`config.mk`:
```
export PLATFORM = sky130hd
export DESIGN_NAME = pll_lock_ce_ctrl
export DESIGN_NICKNAME = d
export VERILOG_FILES = /design/src/rtl/pll_lock_ce_ctrl.sv
export SDC_FILE = /design/constraint.sdc
export NUM_CORES = 1
export LEC_CHECK = 0
export BUFFER_PORTS_ARGS = -buffer_cell sky130_fd_sc_hd__buf_2
export CAP_MARGIN = 20
export CORE_ASPECT_RATIO = 1.25
export CORE_UTILIZATION = 33
export CTS_CLUSTER_DIAMETER = 60
export DETAILED_ROUTE_END_ITERATION = 12
export PLACE_DENSITY = 0.55
export REMOVE_ABC_BUFFERS = 1
export SYNTH_ARGS = -nofsm -noshare
export SYNTH_HDL_FRONTEND = slang
export SYNTH_SLANG_ARGS = --single-unit
```
`constraint.sdc`:
```
create_clock -name clk_in -period 5 [get_ports clk_in]
set_clock_uncertainty 0.2 [all_clocks]
set_input_delay 1 -clock clk_in [delete_from_list [all_inputs] [get_ports clk_in]]
set_output_delay 1 -clock clk_in [all_outputs]
set_load 0.01 [all_outputs]
```
`src/rtl/pll_lock_ce_ctrl.sv`:
```
// rtl/pll_lock_ce_ctrl.sv - PLL lock qualifier, reset sequencer and phase-aligned clock-enable generator
`timescale 1ns/1ps
module pll_lock_ce_ctrl #(
    parameter int NUM_CH      = 4,
    parameter int DIV_W       = 16,
    parameter int DEFAULT_DIV = 1,
    parameter int LOCK_SYNC   = 2,
    parameter int LOCK_STABLE = 1024,
    parameter int RST_HOLD    = 16,
    parameter int CNT_W       = 8
) (
    input  logic                    clk_in,
    input  logic                    reset,
    input  logic                    pll_lock,
    input  logic [NUM_CH*DIV_W-1:0] div_cfg,
    input  logic                    div_load,
    input  logic                    clear_lost,
    output logic                    rst_out,
    output logic                    ready,
    output logic [NUM_CH-1:0]       ce_out,
    output logic                    lock_lost,
    output logic [CNT_W-1:0]        lost_cnt
);

    localparam int SEQ_MAX = (LOCK_STABLE > RST_HOLD) ? LOCK_STABLE : RST_HOLD;
    localparam int SEQ_W   = $clog2(SEQ_MAX + 1);

    typedef enum logic [1:0] {
        S_WAIT_LOCK,
        S_STABLE,
        S_HOLD,
        S_RUN
    } state_t;

    state_t                 r_state;
    state_t                 w_state_next;
    logic [SEQ_W-1:0]       r_seq_cnt;
    logic [SEQ_W-1:0]       w_seq_next;
    logic [LOCK_SYNC-1:0]   r_sync;
    logic                   w_lock_s;
    logic                   w_loss;
    logic                   w_run_stay;
    logic                   r_rst_out;
    logic                   r_ready;
    logic                   r_lock_lost;
    logic [CNT_W-1:0]       r_lost_cnt;

    assign w_lock_s   = r_sync[LOCK_SYNC-1];
    assign w_loss     = (r_state == S_RUN) && !w_lock_s;
    assign w_run_stay = (r_state == S_RUN) && (w_state_next == S_RUN);

    assign rst_out   = r_rst_out;
    assign ready     = r_ready;
    assign lock_lost = r_lock_lost;
    assign lost_cnt  = r_lost_cnt;

    // Bring the asynchronous lock indication into the clock domain
    always_ff @(posedge clk_in) begin
        if (reset) begin
            r_sync <= '0;
        end else begin
            r_sync <= {r_sync[LOCK_SYNC-2:0], pll_lock};
        end
    end

    // Sequencer next state: qualify lock, hold reset, drop back on any lock loss
    always_comb begin
        w_state_next = r_state;
        w_seq_next   = r_seq_cnt;
        unique case (r_state)
            S_WAIT_LOCK: begin
                w_seq_next = '0;
                if (w_lock_s) begin
                    w_state_next = S_STABLE;
                end
            end
            S_STABLE: begin
                if (!w_lock_s) begin
                    w_state_next = S_WAIT_LOCK;
                    w_seq_next   = '0;
                end else if (r_seq_cnt == SEQ_W'(LOCK_STABLE - 1)) begin
                    w_state_next = S_HOLD;
                    w_seq_next   = '0;
                end else begin
                    w_seq_next = r_seq_cnt + SEQ_W'(1);
                end
            end
            S_HOLD: begin
                if (!w_lock_s) begin
                    w_state_next = S_WAIT_LOCK;
                    w_seq_next   = '0;
                end else if (r_seq_cnt == SEQ_W'(RST_HOLD - 1)) begin
                    w_state_next = S_RUN;
                    w_seq_next   = '0;
                end else begin
                    w_seq_next = r_seq_cnt + SEQ_W'(1);
                end
            end
            S_RUN: begin
                w_seq_next = '0;
                if (!w_lock_s) begin
                    w_state_next = S_WAIT_LOCK;
                end
            end
            default: begin
                w_state_next = S_WAIT_LOCK;
                w_seq_next   = '0;
            end
        endcase
    end

    // State register with reset/ready registered alongside the state
    always_ff @(posedge clk_in) begin
        if (reset) begin
            r_state   <= S_WAIT_LOCK;
            r_seq_cnt <= '0;
            r_rst_out <= 1'b1;
            r_ready   <= 1'b0;
        end else begin
            r_state   <= w_state_next;
            r_seq_cnt <= w_seq_next;
            r_rst_out <= (w_state_next != S_RUN);
            r_ready   <= (w_state_next == S_RUN);
        end
    end

    // Sticky loss flag and saturating loss counter; a loss beats a clear
    always_ff @(posedge clk_in) begin
        if (reset) begin
            r_lock_lost <= 1'b0;
            r_lost_cnt  <= '0;
        end else if (w_loss) begin
            r_lock_lost <= 1'b1;
            if (clear_lost) begin
                r_lost_cnt <= CNT_W'(1);
            end else if (r_lost_cnt != '1) begin
                r_lost_cnt <= r_lost_cnt + CNT_W'(1);
            end
        end else if (clear_lost) begin
            r_lock_lost <= 1'b0;
            r_lost_cnt  <= '0;
        end
    end

    for (genvar gi = 0; gi < NUM_CH; gi++) begin : g_ch
        logic [DIV_W-1:0] r_shadow;
        logic [DIV_W-1:0] r_active;
        logic [DIV_W-1:0] r_cnt;
        logic [DIV_W-1:0] w_div_eff;
        logic             w_wrap;

        // A new divisor takes effect only at the start of a period (cnt==0)
        assign w_div_eff = (r_cnt == '0) ? r_shadow : r_active;
        assign w_wrap    = (w_div_eff <= DIV_W'(1)) || (r_cnt >= w_div_eff - DIV_W'(1));
        assign ce_out[gi] = (r_state == S_RUN) && (r_cnt == '0);

        // Shadow capture, divisor adoption and the phase counter for this channel
        always_ff @(posedge clk_in) begin
            if (reset) begin
                r_shadow <= DIV_W'(DEFAULT_DIV);
                r_active <= DIV_W'(DEFAULT_DIV);
                r_cnt    <= '0;
            end else begin
                if (div_load) begin
                    r_shadow <= div_cfg[gi*DIV_W +: DIV_W];
                end
                if (r_state != S_RUN) begin
                    r_active <= div_load ? div_cfg[gi*DIV_W +: DIV_W] : r_shadow;
                end else if (r_cnt == '0) begin
                    r_active <= r_shadow;
                end
                if (w_run_stay) begin
                    r_cnt <= w_wrap ? '0 : r_cnt + DIV_W'(1);
                end else begin
                    r_cnt <= '0;
                end
            end
        end
    end

endmodule

```
==> results.yml, run 1 <==
die:
  fp.dieH_um: 222
  ios: 84
  start_util_pct: 33.4
  row_count: 80
  core_um2: 38100
  die_w_um: 178
  die_area_um2: 39400
synth:
  yosysWarnings: 0
  ys_seq_elements: 218
  synth_edf_count: 0
  yosysUniqueCellTypes: 70
  syn_area_per_cell_um2: 8.55
  synth_seq_area_share_pct: 34.2
  syn-instance-count: 1492
  ys.flop_type: "dfxtp_1"
  synthArstFlopShare_pct: 0
  syn-cell-area_um2: 12800
layout:
  final_util_pct: 37.9
  diodes: 0
  layout.cells.non_filler: 2066
  design_area_um2: 14500
  nFillCells: 3886
  nNetsFinal: 1707
  layout_commonest_cell: "nor2_1"
  syn2layout_area_growth_pct: 13.4
  layout-drive-gt1-share_pct: 10.9
  final_cell_mix: "nor2_1, dfxtp_1, mux2i_1"
global_route:
  grt_pass1_wl_um: 57300
  grt_pass1_vias: 10962
  grtUsageMet3_pct: 2.18
  antenna_found_initial: 0
  use_met2_pct: 31.5
  use_met1_pct: 22.1
  grt_max_degree: 75
  busiest_layer: "met2"
  track_usage_pct: 17.8
  gr-total-overflow: 0
placed_design:
  gpl.final_weighted_congestion: 0.835
  place_inst: 2020
  numPortBuffers: 83
  placed_area_um2: 13600
  dp_hpwl_um: 25000
  dp_worst_setup_slack_ps: 185
sta:
  fin_crit_ps: 4690
  finalCritPeriodShare_pct: 93.7
  setup_ws_ps: 313
  worst_pin_slew_ps: 1030
  slew_headroom_pct: 31.2
  rsz0062_at_grt: "no"
  max_freq_mhz: 213
  setup_viol: 0
  hold_viol: 0
  finalMaxSlewViolations: 0
cts:
  clock_sinks: 218
  cts-buffers-inserted: 25
  root_buffer: "clkbuf_16"
  post-cts-setup-buffers: 0
  cts_tree: "yes"
  clockBufferDepth: 3
  path_clk_slew_ps: 60
  insertion_delay_ps: 540
  htreeDepth: 1
power:
  seqPwrFrac_pct: 45.4
  combPwrFrac_pct: 11.1
  p_switching_mw: 1.09
  p_clk_share_pct: 43.5
  ir_drop_mv: 0.172
  p_int_mw: 3.07
  p_leak_nw: 5.81
  p_per_area_nw_per_um2: 287
  swShare_pct: 26.1
worst_setup_path:
  cp-start-kind: "flop"
  r2r-end: "g_ch[0].r_cnt[5]$_SDFF_PP0_"
  end_kind: "flop"
  crit_type: "flop to flop"
  reg2reg_depth: 18
  rr_startpoint: "g_ch[0].r_cnt[0]$_SDFF_PP0_"
  rrSetupSlack_ps: 310
  critical_path_arrival_ps: 4960
  crit_path_max_fanout: 16
  cp.required_ps: 5270
min_path:
  worstHoldEndpoint: "r_sync[1]$_SDFF_PP0_"
  min_path_cells: 1
  hp-start: "r_sync[0]$_SDFF_PP0_"
  worstHoldPathType: "flop to flop"
route:
  routed_wl_um: 34400
  final_antenna_net_count: 0
  avgRoutedWirePerCell_um: 16.6
  firstDrtPassIters: 5
  drc: 0
  viasPerCell: 5.24
  num_vias: 10836
  first_iter_violations: 471
status:
  outcome: "finished, final reports clean"
run:
  drv_cap: 0
-- stage by stage --
stage                     total power, mW  hold WS [ps]  TNS (ps)
after floorplan                      2.21           214     -1470
after global placement               2.37           219         0
after detailed placement             2.39           236         0
after CTS                            4.22           252         0
after global routing                 4.35           261         0
final                                4.15           243         0
-- logic make-up after synthesis --
group / count (synthesis) / share of synthesized area, %
mux: 128 / 10.1
buf+inv: 85 / 2.79
simple gates: 690 / 27.5
compound gates: 155 / 8.10
fa+ha+maj: 82 / 8.05
flops: 218 / 34.2
xor+xnor: 134 / 9.20
-- per-layer routing --
layer	vias up	routed length, um
met1	5210	15600
met5	-	0
met2	116	17100
met3	42	937
li1	5468	-
met4	0	698
-- flip-flops by register name, indices dropped and copies added, names as in the netlist --
signal	flops
ready	1
g_ch.r_shadow	64
lost_cnt	8
r_seq_cnt	11
lock_lost	1
g_ch.r_active	64
r_sync	2
rst_out	1
g_ch.r_cnt	64
r_state	2
-- Yosys cell counts (all sizes together), types with 6 or more instances --
master / n / share of area [%]
a211oi: 22 / 1.3
a21o: 6 / 0.35
a21oi: 31 / 1.2
and2: 19 / 0.93
and3: 26 / 1.3
and4: 8 / 0.55
buf: 27 / 1.1
clkbuf: 39 / 1.2
dfxtp: 218 / 34
ha: 82 / 8.0
inv: 19 / 0.56
mux2i: 125 / 9.8
nand2: 75 / 2.2
nand2b: 18 / 0.88
nand3: 43 / 1.7
nand3b: 6 / 0.35
nand4: 35 / 1.9
nor2: 265 / 7.8
nor3: 100 / 4.3
nor3b: 16 / 0.94
nor4: 45 / 2.5
o211ai: 7 / 0.41
o21ai: 26 / 1.0
o22ai: 29 / 1.4
or3: 7 / 0.34
or4: 8 / 0.50
xnor2: 60 / 4.1
xor2: 74 / 5.1
-- layout make-up --
class,count,area [um^2],share of cell area (%)
inverter,19,71.3,0.493
clock inverter,10,118,0.813
sequential,218,4360,30.2
timing repair buffer,103,574,3.97
multi-input combinational,1189,8040,55.6
clock buffer,35,683,4.72
tap,492,616,4.26
-- critical path, stage by stage, from the launching register on --
cell and delay [ps]:
dfxtp_1 330, inv_1 100, ha_1 170, nor4b_1 320, and4_1 370, mux2i_1 370, ha_1 450, nand4_1 130
mux2i_1 390, nand2b_1 120, xnor2_1 140, mux2i_1 180, ha_1 270, o21ai_0 170, o21ai_0 100, o211ai_1 90
a21oi_1 90, a311o_2 460, nor2_1 160
-- worst max-delay path by stage --
| stage | from | end | slack, ps | cells past startpoint |
|---|---|---|---|---|
| floorplan | g_ch[2].r_cnt[0]$_SDFF_PP0_ | g_ch[2].r_cnt[10]$_SDFF_PP0_ | -100 | 18 |
| detailed placement | g_ch[0].r_cnt[0]$_SDFF_PP0_ | g_ch[0].r_cnt[4]$_SDFF_PP0_ | 190 | 16 |
| CTS | g_ch[0].r_cnt[0]$_SDFF_PP0_ | g_ch[0].r_cnt[5]$_SDFF_PP0_ | 110 | 16 |
| global route | g_ch[0].r_cnt[0]$_SDFF_PP0_ | g_ch[0].r_cnt[9]$_SDFF_PP0_ | 20 | 16 |
| finish | g_ch[0].r_cnt[0]$_SDFF_PP0_ | g_ch[0].r_cnt[5]$_SDFF_PP0_ | 310 | 18 |
| global placement | g_ch[0].r_cnt[0]$_SDFF_PP0_ | g_ch[0].r_cnt[2]$_SDFF_PP0_ | 360 | 18 |
-- power groups by stage --
stage | Clock [mW] | Sequential, mW | Combinational, mW
after floorplan | 0 | 1.89 | 0.315
after global placement | 0 | 1.92 | 0.455
after detailed placement | 0 | 1.92 | 0.464
after CTS | 1.87 | 1.88 | 0.466
after global routing | 1.94 | 1.89 | 0.524
final | 1.81 | 1.88 | 0.460
-- timing repair --
item / 4_1_cts / 5_1_grt
setup endpoints to repair: 0 / 31
resized for setup: 0 / 2
hold buffers: 0 / 0
Power figures use the tool's default switching activity.
==> inputs of run 2 (changes only) <==
--- a/config.mk
+++ b/config.mk
@@ -5,13 +5,13 @@
 export SDC_FILE = /design/constraint.sdc
 export NUM_CORES = 1
 export LEC_CHECK = 0
-export BUFFER_PORTS_ARGS = -buffer_cell sky130_fd_sc_hd__buf_2
 export CAP_MARGIN = 20
 export CORE_ASPECT_RATIO = 1.25
 export CORE_UTILIZATION = 33
 export CTS_CLUSTER_DIAMETER = 60
 export DETAILED_ROUTE_END_ITERATION = 12
-export PLACE_DENSITY = 0.55
+export DONT_BUFFER_PORTS = 1
+export PLACE_DENSITY = 0.53
 export REMOVE_ABC_BUFFERS = 1
 export SYNTH_ARGS = -nofsm -noshare
 export SYNTH_HDL_FRONTEND = slang
==> run 2 against run 1 <==
Effect of this change: cell count decreased by 4.1%; highest routed layer unchanged; combinational power decreased by 16%; first-iteration DRC count rose by 4.7%; largest cell class unchanged; largest power group is now clock; die area stayed put; design area down 2.5%.
==> results.yml, run 2 (synthesis gave the netlist of run 1 again) <==
global_route:
  grt_max_degree: 136
  grt_pass1_vias: 10420
  gr-total-overflow: 0
  grt_pass1_wl_um: 54300
  antenna_found_initial: 0
  track_usage_pct: 16.9
worst_setup_path:
  cp_slowest_cell: "a311o_2"
  crit_type: "flop to flop"
  path_buf_inv: 1
  reg2reg_depth: 18
  crit_path_max_fanout: 16
  rr_startpoint: "g_ch[0].r_cnt[0]$_SDFF_PP0_"
  rrSetupSlack_ps: 480
  cp-start-kind: "flop"
  critical_path_arrival_ps: 4810
  end_kind: "flop"
  slowest_delay_ps: 460
  critPathTopFamily: "simple AND/OR/NAND/NOR gates"
  worst-path-stages: 18
  cp_cell_sequence: "inv_1 > ha_1 > nor4b_1 > and4_1 > mux2i_1 > ha_1 > nand4_1 > mux2i_1 > nand2b_1 > xnor2_1 > mux2i_1 > ha_1 > o21ai_0 > o21ai_0 > o211ai_1 > a21oi_1 > a311o_2 > nor2_1"
  cp.required_ps: 5280
  r2r-end: "g_ch[0].r_cnt[9]$_SDFF_PP0_"
sta:
  hold_viol: 0
  max_freq_mhz: 221
  setup_ws_ps: 476
  finalMaxSlewViolations: 0
  tns_ps: 0
  slew_headroom_pct: 28.2
  rsz0062_at_grt: "no"
  fin_crit_ps: 4520
  finalCritPeriodShare_pct: 90.5
  setup_viol: 0
  worst_pin_slew_ps: 1070
cts:
  cts_tree: "yes"
  cts-buffers-inserted: 25
  path_clk_slew_ps: 60
  htreeDepth: 1
  cts_hold_buf: 0
  clock_sinks: 218
  clockBufferDepth: 3
  root_buffer: "clkbuf_16"
  insertion_delay_ps: 550
layout:
  final_cell_mix: "nor2_1, dfxtp_1, mux2i_1"
  nFillCells: 3920
  design_area_um2: 14100
  diodes: 0
  layout.cells.non_filler: 1982
  nNetsFinal: 1623
  layout_commonest_cell: "nor2_1"
  layout-drive-gt1-share_pct: 6.58
  reg.largest.list: "g_ch.r_active x64, g_ch.r_cnt x64, g_ch.r_shadow x64"
  syn2layout_area_growth_pct: 10.6
die:
  die_w_um: 178
  start_util_pct: 33.4
  fp.dieH_um: 222
  row_count: 80
  die_area_um2: 39400
  ios: 84
  core_um2: 38100
min_path:
  worstHoldEndpoint: "r_sync[1]$_SDFF_PP0_"
  min_path_cells: 1
  hp-start: "r_sync[0]$_SDFF_PP0_"
  worstHoldPathType: "flop to flop"
status:
  outcome: "finished, final reports clean"
placed_design:
  placed_area_um2: 13200
  place_inst: 1932
  dp_hpwl_um: 23900
  dp_worst_setup_slack_ps: 223
  gpl.final_weighted_congestion: 0.838
  numPortBuffers: 0
route:
  first_iter_violations: 493
  viasPerCell: 5.31
  final_antenna_net_count: 0
  avgRoutedWirePerCell_um: 16.7
  routed_wl_um: 33100
  drc: 0
  num_vias: 10521
  firstDrtPassIters: 5
power:
  ir_drop_mv: 0.221
  p_per_area_nw_per_um2: 296
  power_mw: 4.17
  p_leak_nw: 5.51
run:
  drv_cap: 0
==> run 2: worst max-delay path by stage <==
stage | start | end | slack (ps)
finish | g_ch[0].r_cnt[0]$_SDFF_PP0_ | g_ch[0].r_cnt[9]$_SDFF_PP0_ | 480
global route | g_ch[2].r_cnt[0]$_SDFF_PP0_ | g_ch[2].r_cnt[9]$_SDFF_PP0_ | 80
detailed placement | g_ch[2].r_cnt[0]$_SDFF_PP0_ | g_ch[2].r_cnt[0]$_SDFF_PP0_ | 220
global placement | g_ch[2].r_cnt[0]$_SDFF_PP0_ | g_ch[2].r_cnt[10]$_SDFF_PP0_ | 360
floorplan | g_ch[2].r_cnt[0]$_SDFF_PP0_ | g_ch[2].r_cnt[10]$_SDFF_PP0_ | -100
CTS | g_ch[2].r_cnt[0]$_SDFF_PP0_ | g_ch[2].r_cnt[9]$_SDFF_PP0_ | 190
==> run 2: stage by stage <==
step / hold WS [ps] / util (%)
after floorplan: 214 / -
after global placement: 227 / 34.6
after detailed placement: 240 / 34.6
after CTS: 254 / 36.8
after global routing: 259 / 37.0
final: 249 / 37.0
==> run 2: layout make-up <==
type	count	area (um^2)	share of cell area [%]
clock buffers	35	743	5.27
well taps	492	616	4.36
repair buffers	19	143	1.01
clock inverters	10	116	0.825
inverters	19	71.3	0.505
multi-input cells	1189	8060	57.1
flip-flops and latches	218	4360	30.9
==> run 2: power by group <==
part / switching [mW] / internal [mW]
combinational: 0.204 / 0.185
sequential: 0.0793 / 1.80
clock: 0.759 / 1.14
==> run 2: timing repair <==
action,CTS,global route
endpoints found under the setup margin,0,31
setup buffers,0,4
gates resized for setup,0,6
==> run 2: layer usage <==
metal / track usage (%) / routed length, um
met1: 20.7 / 14800
met2: 29.6 / 16200
met3: 2.83 / 1230
met4: 5.38 / 805
met5: 0 / 0
==> inputs of run 3 (changes only) <==
--- a/config.mk
+++ b/config.mk
@@ -5,12 +5,14 @@
 export SDC_FILE = /design/constraint.sdc
 export NUM_CORES = 1
 export LEC_CHECK = 0
+export ABC_AREA = 1
 export CAP_MARGIN = 20
 export CORE_ASPECT_RATIO = 1.25
 export CORE_UTILIZATION = 33
 export CTS_CLUSTER_DIAMETER = 60
 export DETAILED_ROUTE_END_ITERATION = 12
 export DONT_BUFFER_PORTS = 1
+export MAX_ROUTING_LAYER = met4
 export PLACE_DENSITY = 0.53
 export REMOVE_ABC_BUFFERS = 1
 export SYNTH_ARGS = -nofsm -noshare
==> run 3 against run 2 <==
Effect of this change: combinational power grew 20%; highest routed layer unchanged; the flow now finishes with violations (DRC); flip-flop and latch count is the same; clock power grew 4%; worst hold slack lost 49 ps; worst setup slack gained 470 ps; clock-buffer cell count grew 1; critical path type unchanged; wire length shrank 3.9%; via count grew 4.4%.
==> results.yml, run 3 <==
synth:
  synthAdderAreaFrac_pct: 7.89
  synth_xor_xnor_area_share_pct: 6.26
  synth_seq_area_share_pct: 33.5
  muxShareOfSynthArea_pct: 3.46
  synthArstFlopShare_pct: 0
  synth_most_common_cell: "nand2_1"
  ys_seq_elements: 218
  syn-cell-area_um2: 13000
  ys.flop_type: "dfxtp_1"
  synth_edf_count: 0
  synth_top_family_by_area: "simple AND/OR/NAND/NOR gates"
  synth_compound_area_share_pct: 8.58
  ys_top_cells_by_area: "dfxtp_1, nand2_1, ha_1"
  synth_top_area_share_pct: 33.5
  syn_area_per_cell_um2: 7.04
  yosysUniqueCellTypes: 43
  synth_top_area_cell: "dfxtp_1"
  synthSimpleGateAreaFrac_pct: 30.9
  syn-instance-count: 1847
  yosys-top-cells-count: "nand2_1, nor2_1, inv_1"
  yosysWarnings: 0
layout:
  nFillCells: 4051
  nNetsFinal: 1982
  final_cell_mix: "nand2_1, nor2_1, inv_1"
  reg.largest.list: "g_ch.r_active x64, g_ch.r_cnt x64, g_ch.r_shadow x64"
  layout-drive-gt1-share_pct: 7.46
  layout_commonest_cell: "nand2_1"
  final_util_pct: 37.2
  syn2layout_area_growth_pct: 10.3
  design_area_um2: 14300
worst_setup_path:
  end_kind: "flop"
  cp-start-kind: "flop"
  rrSetupSlack_ps: 940
  rr_startpoint: "g_ch[3].r_cnt[0]$_SDFF_PP0_"
  cp.required_ps: 5210
  reg2reg_depth: 22
  crit_top_cell: "nand2_1"
  cp_slowest_cell: "nor4_1"
  path_buf_inv: 2
  critical_path_arrival_ps: 4270
  worst-path-stages: 22
  cp_cell_sequence: "inv_1 > ha_1 > nand2_1 > nor2_4 > nand2_4 > o21ai_2 > ha_1 > inv_1 > nor2_1 > nand3_2 > nor2_2 > nand2_1 > nand2_1 > nand2_1 > ha_1 > nand2_1 > nor4_1 > nand2_1 > nand3_1 > nor2_1 > nand2_2 > nor2_1"
  r2r-end: "g_ch[3].r_cnt[1]$_SDFF_PP0_"
  crit_path_max_fanout: 26
  critPathTopFamily: "simple AND/OR/NAND/NOR gates"
  slowest_delay_ps: 340
  crit_type: "flop to flop"
sta:
  finalCritPeriodShare_pct: 81.1
  slew_headroom_pct: 43.0
  setup_viol: 0
  worst_pin_slew_ps: 852
  fin_crit_ps: 4060
  rsz0062_at_grt: "no"
  tns_ps: 0
  hold_viol: 0
  finalMaxSlewViolations: 0
  max_freq_mhz: 247
  setup_ws_ps: 945
route:
  avgRoutedWirePerCell_um: 13.6
  num_vias: 10986
  final_antenna_net_count: 0
  first_iter_violations: 516
  viasPerCell: 4.69
  routed_wl_um: 31800
  firstDrtPassIters: 9
  drc: 1
cts:
  cts_tree: "yes"
  insertion_delay_ps: 540
  clock_sinks: 218
  cts_resized: 0
  clockBufferDepth: 3
  root_buffer: "clkbuf_16"
  path_clk_slew_ps: 60
  cts-buffers-inserted: 26
  htreeDepth: 1
  cts_hold_buf: 0
  post-cts-setup-buffers: 0
power:
  p_leak_nw: 6.79
  combPwrFrac_pct: 10.9
  p_int_mw: 3.19
  swShare_pct: 25.3
  p_per_area_nw_per_um2: 298
  p_clk_share_pct: 46.3
  seqPwrFrac_pct: 42.8
  ir_drop_mv: 0.208
  p_switching_mw: 1.08
global_route:
  track_usage_pct: 16.5
  grt_max_degree: 77
  grt_pass1_wl_um: 53100
  grt_pass1_vias: 10485
  antenna_found_initial: 2
  gr-total-overflow: 0
run:
  drv_cap: 0
die:
  die_w_um: 180
  start_util_pct: 33.8
  die_area_um2: 40200
  fp.dieH_um: 224
  row_count: 80
  core_um2: 38500
  ios: 84
status:
  violations: "DRC"
  outcome: "finished, violations left"
min_path:
  worstHoldEndpoint: "r_sync[1]$_SDFF_PP0_"
  hp-start: "r_sync[0]$_SDFF_PP0_"
  min_path_cells: 2
  worstHoldPathType: "flop to flop"
placed_design:
  gpl.final_weighted_congestion: 0.856
  dp_worst_setup_slack_ps: 889
  dp_hpwl_um: 23400
  placed_area_um2: 13400
  numPortBuffers: 0
[run 3: how the worst max path moves through the flow]
stage / startpoint / endpoint / slack, ps
after CTS: g_ch[3].r_cnt[0]$_SDFF_PP0_ / g_ch[3].r_cnt[1]$_SDFF_PP0_ / 870
after detailed placement: g_ch[3].r_cnt[0]$_SDFF_PP0_ / g_ch[3].r_cnt[1]$_SDFF_PP0_ / 890
after global routing: g_ch[2].r_cnt[0]$_SDFF_PP0_ / g_ch[2].r_cnt[8]$_SDFF_PP0_ / 420
after floorplan: g_ch[2].r_cnt[0]$_SDFF_PP0_ / g_ch[2].r_cnt[0]$_SDFF_PP0_ / 1110
after global placement: g_ch[1].r_cnt[0]$_SDFF_PP0_ / g_ch[1].r_cnt[4]$_SDFF_PP0_ / 960
final: g_ch[3].r_cnt[0]$_SDFF_PP0_ / g_ch[3].r_cnt[1]$_SDFF_PP0_ / 940
[run 3: tightest hold or removal path, delay by kind of cell, from the launching register on]
kind / cells / cell delay (ps)
buffers and inverters: 1 / 40
DFF: 1 / 290
and+or+nand+nor: 1 / 30
[run 3: kinds of logic (layout without fill, tap and decap cells)]
kind of cell	Yosys count	count (layout)
XOR/XNOR	93	93
multiplexers	45	45
buffers and inverters	304	307
AND/OR/NAND/NOR	923	923
other	0	2
AO/OA/AOI/OAI	182	182
flip-flops	218	218
adder cells (fa/ha/maj)	82	82
[run 3: power groups by stage]
stage / clock network, mW / registers [mW] / logic, mW
after global routing: 2.13 / 1.83 / 0.540
after CTS: 2.06 / 1.83 / 0.468
after global placement: 0 / 1.87 / 0.456
after floorplan: 0 / 1.86 / 0.370
final: 1.98 / 1.83 / 0.464
after detailed placement: 0 / 1.87 / 0.465
[run 3: layout make-up]
class	count	area (um^2)	area share, %
multi-input combinational	1325	7430	51.8
clock buffer	36	759	5.29
tap	492	616	4.29
sequential	218	4360	30.4
clock inverter	11	139	0.968
antenna	2	5.00	0.0349
inverter	251	942	6.57
timing repair buffer	9	87.6	0.611
[run 3: through the flow]
stage          instances  power, mW  hold slack (ps)
6_report            2344       4.27              200
5_1_grt             2344       4.50              223
4_1_cts             2341       4.36              200
3_5_place_dp        2294       2.33              192
3_3_place_gp        2294       2.32              191
2_1_floorplan       1794       2.23              188
[run 3: per-layer routing]
metal  global-route usage (%)  wire length (um)
met3                     2.73              1370
met1                     19.0             14100
met4                     4.25               513
met2                     29.5             15800
met5                        -                 0
